`src/rtl/osc_meter_pkg.sv`:
```
// Shared definitions for the oscillator frequency meter: default parameter
// values and the measurement FSM state encoding.
package osc_meter_pkg;

  localparam int DEF_CHANNELS       = 4;
  localparam int DEF_COUNTER_LENGTH = 32;
  localparam int DEF_WINDOW_LENGTH  = 24;

  typedef enum logic [1:0] {
    ST_IDLE    = 2'd0,
    ST_ARM     = 2'd1,
    ST_MEASURE = 2'd2,
    ST_FINISH  = 2'd3
  } meter_state_t;

endpackage

```
`src/rtl/osc_edge_sync.sv`:
```
// Two-flop synchroniser for one asynchronous oscillator bit, followed by a
// registered rising-edge detector. An input edge produces a one-cycle rise
// pulse that the counter consumes three clocks after the edge is first sampled.
module osc_edge_sync
  import osc_meter_pkg::*;
(
  input  logic clk,
  input  logic rst_n,
  input  logic osc,
  output logic rise
);

  // sync[0] catches metastability, sync[1] is the clean sample, sync[2] its history
  logic [2:0] sync;

  // Shift the oscillator through the synchroniser and register the 0->1 transition
  always_ff @(posedge clk or negedge rst_n) begin
    if (!rst_n) begin
      sync <= '0;
      rise <= 1'b0;
    end else begin
      sync <= {sync[1:0], osc};
      rise <= sync[1] & ~sync[2];
    end
  end

endmodule

```
`src/rtl/osc_freq_meter.sv`:
```
// Multi-channel oscillator frequency meter. START (accepted only in IDLE)
// latches WINDOW; the meter arms for one cycle, counts synchronised rising
// edges on every OSC_IN bit for WINDOW clock cycles, then publishes the counts
// in COUNT together with a one-cycle DONE pulse. COUNT/SATURATED hold their
// value until the next measurement finishes.
// Optional feature: define OSC_METER_SATURATE_EN to make the working counters
// stick at all-ones and raise SATURATED instead of wrapping.
module osc_freq_meter
  import osc_meter_pkg::*;
#(
  parameter int CHANNELS       = DEF_CHANNELS,
  parameter int COUNTER_LENGTH = DEF_COUNTER_LENGTH,
  parameter int WINDOW_LENGTH  = DEF_WINDOW_LENGTH
) (
  input  logic                               CLK,
  input  logic                               RESETN,
  input  logic [CHANNELS-1:0]                OSC_IN,
  input  logic                               START,
  input  logic [WINDOW_LENGTH-1:0]           WINDOW,
  output logic                               BUSY,
  output logic                               DONE,
  output logic [CHANNELS*COUNTER_LENGTH-1:0] COUNT,
  output logic [CHANNELS-1:0]                SATURATED
);

  meter_state_t             state;
  logic [WINDOW_LENGTH-1:0] remaining;   // latched window, counted down in MEASURE
  logic                     enter_finish;

  // The next edge moves into FINISH: an empty window straight from ARM, or the last MEASURE cycle
  assign enter_finish = ((state == ST_ARM) && (remaining == '0)) ||
                        ((state == ST_MEASURE) && (remaining == WINDOW_LENGTH'(1)));

  // Measurement sequencer with registered BUSY and DONE
  always_ff @(posedge CLK or negedge RESETN) begin
    if (!RESETN) begin
      state     <= ST_IDLE;
      remaining <= '0;
      BUSY      <= 1'b0;
      DONE      <= 1'b0;
    end else begin
      DONE <= enter_finish;
      case (state)
        ST_IDLE: begin
          if (START) begin
            remaining <= WINDOW;
            BUSY      <= 1'b1;
            state     <= ST_ARM;
          end
        end
        ST_ARM: begin
          state <= enter_finish ? ST_FINISH : ST_MEASURE;
        end
        ST_MEASURE: begin
          remaining <= remaining - WINDOW_LENGTH'(1);
          if (enter_finish) begin
            state <= ST_FINISH;
          end
        end
        ST_FINISH: begin
          BUSY  <= 1'b0;
          state <= ST_IDLE;
        end
        default: begin
          state <= ST_IDLE;
        end
      endcase
    end
  end

  genvar gi;
  generate
    for (gi = 0; gi < CHANNELS; gi++) begin : g_chan
      logic                      rise;
      logic [COUNTER_LENGTH-1:0] work_cnt;
      logic [COUNTER_LENGTH-1:0] cnt_next;
      logic [COUNTER_LENGTH-1:0] result;

      osc_edge_sync u_edge (
        .clk   (CLK),
        .rst_n (RESETN),
        .osc   (OSC_IN[gi]),
        .rise  (rise)
      );

`ifdef OSC_METER_SATURATE_EN
      logic work_ovf;
      logic ovf_next;
      logic result_ovf;

      // Next working count: cleared in ARM, sticks at all-ones with a sticky overflow in MEASURE
      always_comb begin
        cnt_next = work_cnt;
        ovf_next = work_ovf;
        if (state == ST_ARM) begin
          cnt_next = '0;
          ovf_next = 1'b0;
        end else if ((state == ST_MEASURE) && rise) begin
          if (&work_cnt) begin
            ovf_next = 1'b1;
          end else begin
            cnt_next = work_cnt + COUNTER_LENGTH'(1);
          end
        end
      end

      // Overflow flag tracks the working counter and is published with the count
      always_ff @(posedge CLK or negedge RESETN) begin
        if (!RESETN) begin
          work_ovf   <= 1'b0;
          result_ovf <= 1'b0;
        end else begin
          work_ovf <= ovf_next;
          if (enter_finish) begin
            result_ovf <= ovf_next;
          end
        end
      end

      assign SATURATED[gi] = result_ovf;
`else
      // Next working count: cleared in ARM, wraps modulo 2^COUNTER_LENGTH in MEASURE
      always_comb begin
        cnt_next = work_cnt;
        if (state == ST_ARM) begin
          cnt_next = '0;
        end else if ((state == ST_MEASURE) && rise) begin
          cnt_next = work_cnt + COUNTER_LENGTH'(1);
        end
      end

      assign SATURATED[gi] = 1'b0;
`endif

      // Working counter, and result capture that includes an edge landing in the final MEASURE cycle
      always_ff @(posedge CLK or negedge RESETN) begin
        if (!RESETN) begin
          work_cnt <= '0;
          result   <= '0;
        end else begin
          work_cnt <= cnt_next;
          if (enter_finish) begin
            result <= cnt_next;
          end
        end
      end

      assign COUNT[gi*COUNTER_LENGTH +: COUNTER_LENGTH] = result;
    end
  endgenerate

endmodule

```
`config.mk`:
```
export PLATFORM = sky130hd
export DESIGN_NAME = osc_freq_meter
export DESIGN_NICKNAME = d
export VERILOG_FILES = /design/src/rtl/osc_meter_pkg.sv /design/src/rtl/osc_edge_sync.sv /design/src/rtl/osc_freq_meter.sv
export SDC_FILE = /design/constraint.sdc
export NUM_CORES = 1
export LEC_CHECK = 0
export BUFFER_PORTS_ARGS = -buffer_cell sky130_fd_sc_hd__buf_4
export CAP_MARGIN = 20
export CORE_MARGIN = 4
export CORE_UTILIZATION = 50
export CTS_BUF_LIST = sky130_fd_sc_hd__clkbuf_8
export DETAILED_ROUTE_END_ITERATION = 12
export MAX_ROUTING_LAYER = met4
export PLACE_DENSITY = 0.72
export SLEW_MARGIN = 20
export SYNTH_ARGS = -nofsm -noshare
export SYNTH_HDL_FRONTEND = slang
export SYNTH_SLANG_ARGS = --single-unit
export TNS_END_PERCENT = 1
```
`constraint.sdc`:
```
create_clock -name CLK -period 3.2 [get_ports CLK]
set_input_delay 0.16 -clock CLK [delete_from_list [all_inputs] [get_ports CLK]]
set_output_delay 0.16 -clock CLK [all_outputs]
set_load 0.1 [all_outputs]
```
==> metrics, run 1 <==
run status=complete, no violations; n_diodes=0; Final min period=2.947 ns; 1st-iter DRT viols=719; largest net degree at the start of global routing=139; Max-Cap Viols=0; Die Area=29120 µm²; H-tree Lvls=2; post-synth cell types=49; cell count after synthesis=1278; HP Class=input pin to async pin; dominant synthesized flop cell=dfrtp_1; DRT Pass-1 Iters=5; via count=10.06k; Worst Reg-to-Reg Cells=5; Yosys warnings=0; Placed Cells=1737; Power Dens Cells=495.2 nW/µm²; number of clock sinks=300; top-area cell type share of the netlist area=0.5675; Reg-to-Reg End=g_chan[2].result[4]; Max Slew Vio Count=0; Ports=165; most frequent cell after synthesis=dfrtp_1; Mapped Area=13230 µm²; Die Y=170.7 µm; total grt overflow=0; Rows=59; Post-synth top cells=dfrtp_1 (300), nand2_1 (162), nor2_1 (148); DP HPWL=19500 µm; register-to-register setup slack=0.25 ns; Worst Path Required=3.63 ns; per-cell routed wire length=15.99 µm; syn avg cell area=10.35 µm²; CTS Buf Count=49; RSZ-0062 raised after global routing=no; routability cong.=0.8501; startpoint types=flip-flop; worst-margin pin slew=0.7748 ns; kind of critical path=flip-flop to flip-flop; Post-synth EDFFs=0; Yosys reg bits=300; layout cells sized above 1=0.2132; Seq/Total Area, Yosys=0.5675; Max-slew headroom=0.4835; Tcrit/Tclk final=0.9208; Final Hold Viols=0; CP Max Fanout=22; clock tree buffer depth=3; CTS tree=done; Syn-to-layout area delta=22.73%; start of the worst register-to-register path=remaining[18]; footprint of the multi-input gates=5406 µm²; nets=1525; final antenna-violating net count=0; clock skew=0.009684 ns; fin cells=1855; Routed Wire Length=29650 µm; Final Hold Slack=0.2567 ns; vias in the first global route=9999; Resize count post-CTS=0; Residual DRC=0; total power=8.039 mW; main area contributors after synthesis=dfrtp_1 (57%), nand2_1 (4.6%), xor2_1 (4.4%); clock-pin slew on the worst setup and hold paths=0.07 ns; die extent in x=170.7 µm; vias per cell=5.421; first-pass GRT wire length=50080 µm; Fmax achieved=0.3394 GHz; largest area contributor in the synthesized netlist=dfrtp_1; CTS root buffer=clkbuf_8; count of final setup violators=0; core area=26060 µm²; initial antenna violation count=0; CP Capture Type=flip-flop; PortBufs=160; starting density of the core=0.5077; register area=7507 µm²; Post-synth ARST share=1.000; Tot GR Track Use=0.2141; post-route setup TNS=0 ns; Max VDD drop=386.3 µV; later-pin clock latency in the skew report=0.55 ns; worst endpoint data arrival time=3.37 ns; leakage=7.765 nW; number of fill cells in the layout=2132
-- where the power goes --
| part | switching (mW) | internal [mW] | total (mW) | leakage, nW |
|---|---|---|---|---|
| sequential | 0.136 | 3.94 | 4.07 | 4.05 |
| clock | 1.49 | 1.98 | 3.47 | 0.593 |
| combinational | 0.305 | 0.192 | 0.497 | 3.12 |
| total | 1.93 | 6.11 | 8.04 | 7.76 |
-- metrics by stage --
stage / utilization / worst slack (ns) / cell area (µm²)
floorplan: - / 0.4279 / 13240
global placement: 0.5714 / 0.2928 / 14890
detailed placement: 0.5714 / 0.2593 / 14890
CTS: 0.6230 / 0.2350 / 16240
global route: 0.6230 / 0.005647 / 16240
finish: 0.6230 / 0.2535 / 16240
-- flip-flops by register name, indices dropped and copies added, names as in the netlist --
signal              count
g_chan.work_cnt       128
g_chan.u_edge.rise      4
remaining              24
g_chan.result         128
BUSY                    1
DONE                    1
state                   2
g_chan.u_edge.sync     12
-- worst max-delay path: stages, from the launching register on --
cell     delay (ns)
dfrtp_1        0.42
or4_4          0.57
or4_1          0.49
or4_4          0.75
buf_4          0.30
mux2_2         0.29
-- how the worst max path moves through the flow --
stage	from	slack [ns]	endpoint
2_1_floorplan	remaining[18]	0.43	state[1]
3_3_place_gp	remaining[18]	0.29	g_chan[2].result[12]
3_5_place_dp	remaining[18]	0.26	g_chan[2].result[3]
4_1_cts	remaining[18]	0.24	g_chan[2].result[3]
5_1_grt	state[0]	0.006	g_chan[0].result[13]
6_report	remaining[18]	0.25	g_chan[2].result[4]
-- area by class of cell --
type	instances	share of cell area
clock buffer	62	0.05256
clock inverter	26	0.01179
inverter	21	0.004855
multi-input combinational	895	0.3330
sequential	300	0.4624
tap	335	0.02582
timing repair buffer	216	0.1096
-- cells in the final DEF (no fill, tap or decap), drive strengths merged, types with 12 or more instances in the layout --
| cell type | netlist | routed |
|---|---|---|
| nor3 | 27 | 27 |
| mux2i | 12 | 12 |
| nand4 | 58 | 58 |
| o21ai | 83 | 83 |
| nand2 | 162 | 162 |
| and3 | 17 | 17 |
| and4 | 15 | 15 |
| buf | 18 | 186 |
| clkbuf | 47 | 62 |
| mux2 | 53 | 53 |
| o22ai | 17 | 17 |
| nor4 | 29 | 29 |
| inv | 20 | 33 |
| dlygate4sd3 | 0 | 30 |
| dfrtp | 300 | 300 |
| a21oi | 31 | 31 |
| nand3 | 54 | 54 |
| nor2 | 148 | 148 |
| xnor2 | 46 | 46 |
| xor2 | 67 | 67 |
-- kinds of logic (layout without fill, tap and decap cells) --
kind of cell | count (synthesis) | in the layout | share of synthesized area
xor gates and xnor gates | 113 | 113 | 0.07481
adders and majority gates | 11 | 11 | 0.01040
muxes | 65 | 65 | 0.05561
and+or+nand+nor | 550 | 550 | 0.1996
buffers and inverters | 86 | 325 | 0.02724
AOI/OAI and AO/OA | 152 | 152 | 0.06460
DFF | 300 | 300 | 0.5675
other | 1 | 4 | 0.0002835
-- per-layer routing --
layer  track usage  vias to the layer above  part of all wire
li1              -                     4851                 -
met1        0.2862                     4935              0.45
met2        0.3394                      228              0.48
met3       0.03951                       42             0.050
met4       0.05972                        0             0.017
met5             -                        -                 0
-- repair_timing --
action | 4_1_cts | 5_1_grt
hold endpoints to repair | 126 | 0
buffers inserted | 0 | 0
hold buffers | 30 | 0
Note: power is estimated with default switching activity, not from simulation.
==> run 2, diff against run 1 <==
Settings changed: ABC_AREA from default to 1.
==> metrics, run 2 <==
first-pass GRT wire length=63410 µm (+27%); Yosys reg bits=300 (unchanged); startpoint types=flip-flop; Tot GR Track Use=0.2341 (+0.02003); Resize count post-CTS=0 (unchanged); Setup WS post-layout=0.4506 ns (+0.1971 ns); kind of critical path=flip-flop to flip-flop; CTS Buf Count=50 (+2.0%); Max Slew Vio Count=0 (unchanged); vias in the first global route=13.28k (+33%); Power Dens Cells=545.5 nW/µm² (+10%); Final Util=0.6080 (-0.01502); start of the worst register-to-register path=state[0]; dominant synthesized flop cell=dfrtp_1; CP Capture Type=flip-flop; vias per cell=5.055 (-6.7%); starting density of the core=0.5086 (+0.0009097); DRT Pass-1 Iters=6 (+1); H-tree Lvls=2 (unchanged); Yosys warnings=0 (unchanged); number of clock sinks=300 (unchanged); Worst Path Required=3.64 ns (about the same); 1st-iter DRT viols=980 (+36%); Residual DRC=0 (unchanged); per-cell routed wire length=14.00 µm (-12%); Post-synth ARST share=1.000 (unchanged); CP startpoint=state[0]; total power=9.857 mW (+23%); Die Y=181.9 µm (+6.6%); Max VDD drop=466.2 µV (+21%); initial antenna violation count=0 (unchanged); Rows=63 (+6.8%); n_diodes=0 (unchanged); Post-synth top cells=nand2_1 (603), inv_1 (309), dfrtp_1 (300); worst endpoint data arrival time=3.19 ns (-0.18 ns); Mapped Area=15110 µm² (+14%); Max-Cap Viols=0 (unchanged); largest net degree at the start of global routing=98 (-29%); via count=13.48k (+34%); largest registers=g_chan.result (128), g_chan.work_cnt (128), remaining (24); Fmax achieved=0.3637 GHz (+7.2%); core area=29720 µm² (+14%); main area contributors after synthesis=dfrtp_1 (50%), nand2_1 (15%), inv_1 (7.7%); PortBufs=160 (unchanged); CP Max Fanout=31 (+41%); syn avg cell area=7.408 µm² (-28%); most frequent cell after synthesis=nand2_1; Setup WS pre-CTS=0.4050 ns (+0.1457 ns); CTS root buffer=clkbuf_8; die extent in x=181.9 µm (+6.6%); RSZ-0062 raised after global routing=no; final antenna-violating net count=0 (unchanged); number of fill cells in the layout=2694 (+26%); CTS tree=done; clock tree buffer depth=3 (unchanged); Final min period=2.749 ns (-0.1971 ns); Max-slew headroom=0.5066 (+0.02310); DP HPWL=26140 µm (+34%); commonest cells after routing, fill and taps aside=nand2_1 (603), inv_1 (321), dfrtp_1 (300); Ports=165 (unchanged); Tcrit/Tclk final=0.8592 (-0.06160); Die Area=33070 µm² (+14%); run status=complete, no violations; layout cells sized above 1=0.1243 (-0.08882); Syn-to-layout area delta=19.55%; leakage=10.00 nW (+29%); Final Hold Viols=0 (unchanged); nets=2281 (+50%); worst-margin pin slew=0.7374 ns (-0.03738 ns); later-pin clock latency in the skew report=0.56 ns (about the same); most common cell after layout, fill and taps aside=nand2_1; Finished Cell Area=18070 µm² (+11%); largest area contributor in the synthesized netlist=dfrtp_1; clock-pin slew on the worst setup and hold paths=0.06 ns (about the same); routability cong.=0.9233 (+8.6%); Routed Wire Length=37330 µm (+26%); cell count after synthesis=2040 (+60%); placed cell areas=16710 µm² (+12%); top-area cell type share of the netlist area=0.4967 (-0.07075); post-synth cell types=32 (-35%); Seq/Total Area, Yosys=0.4967 (-0.07075); Post-synth EDFFs=0 (unchanged); post-route setup TNS=0 ns (unchanged); clock skew=0.01225 ns (+0.002566 ns); HP Class=input pin to async pin; count of final setup violators=0 (unchanged); total grt overflow=0 (unchanged)
## run 2: cells by family (layout without fill, tap and decap cells)
family / count (synthesis) / count (layout) / synth area share
AOI/OAI and AO/OA: 171 / 171 / 0.05911
xor gates and xnor gates: 10 / 10 / 0.005796
adders and majority gates: 11 / 11 / 0.009107
buffers and inverters: 378 / 611 / 0.09910
DFF: 300 / 300 / 0.4967
other: 1 / 4 / 0.0002481
and+or+nand+nor: 1169 / 1169 / 0.3299
## run 2: metal layers
metal,global-route usage,share of wire
met5,-,0
met2,0.3657,0.46
met3,0.03966,0.058
met1,0.3153,0.45
met4,0.07385,0.026
## run 2: cell type report
class,count,area (µm²),area share
clock buffer,66,908.4,0.05027
sequential,300,7507,0.4155
timing repair buffer,211,1717,0.09501
inverter,311,1175,0.06502
multi-input combinational,1365,6125,0.3390
tap,390,488.0,0.02701
clock inverter,23,148.9,0.008240
## run 2: what timing repair did
item | in CTS | in global routing
hold buffers | 30 | 0
hold endpoints to repair | 111 | 0
setup buffers | 0 | 0
## run 2: power by group
part           leakage [nW]  internal [mW]  switching (mW)
combinational          5.29          0.614            1.45
sequential             4.10           4.04           0.230
clock                 0.603           2.00            1.52
## run 2: worst paths after layout
check | end | slack [ns] | cells after the start
worst max register to register | g_chan[0].work_cnt[25] | 0.45 | 8
worst min-delay path | g_chan[0].work_cnt[20] | 0.18 | 2
worst max-delay path | g_chan[0].work_cnt[25] | 0.45 | 8
max in group asynchronous | g_chan[3].work_cnt[27] | 2.09 | 3
worst min register to register | g_chan[1].u_edge.sync[1] | 0.35 | 0
min in group CLK | g_chan[0].u_edge.sync[0] | 0.25 | 2
## run 2: metrics by stage
stage	instances	hold WS, ns
after detailed placement	2547	0.2210
after global routing	2666	0.2383
after CTS	2666	0.1978
after global placement	2547	0.2147
after floorplan	2043	-0.1356
final	2666	0.1806
## run 2: critical path, cell delays in order (launching register included)
cell	delay [ns]
dfrtp_1	0.43
inv_1	0.11
ha_2	0.56
nand2_1	0.23
nor2_1	0.13
nand3_1	0.13
nor2_1	0.59
nand4_1	0.21
and3_1	0.23
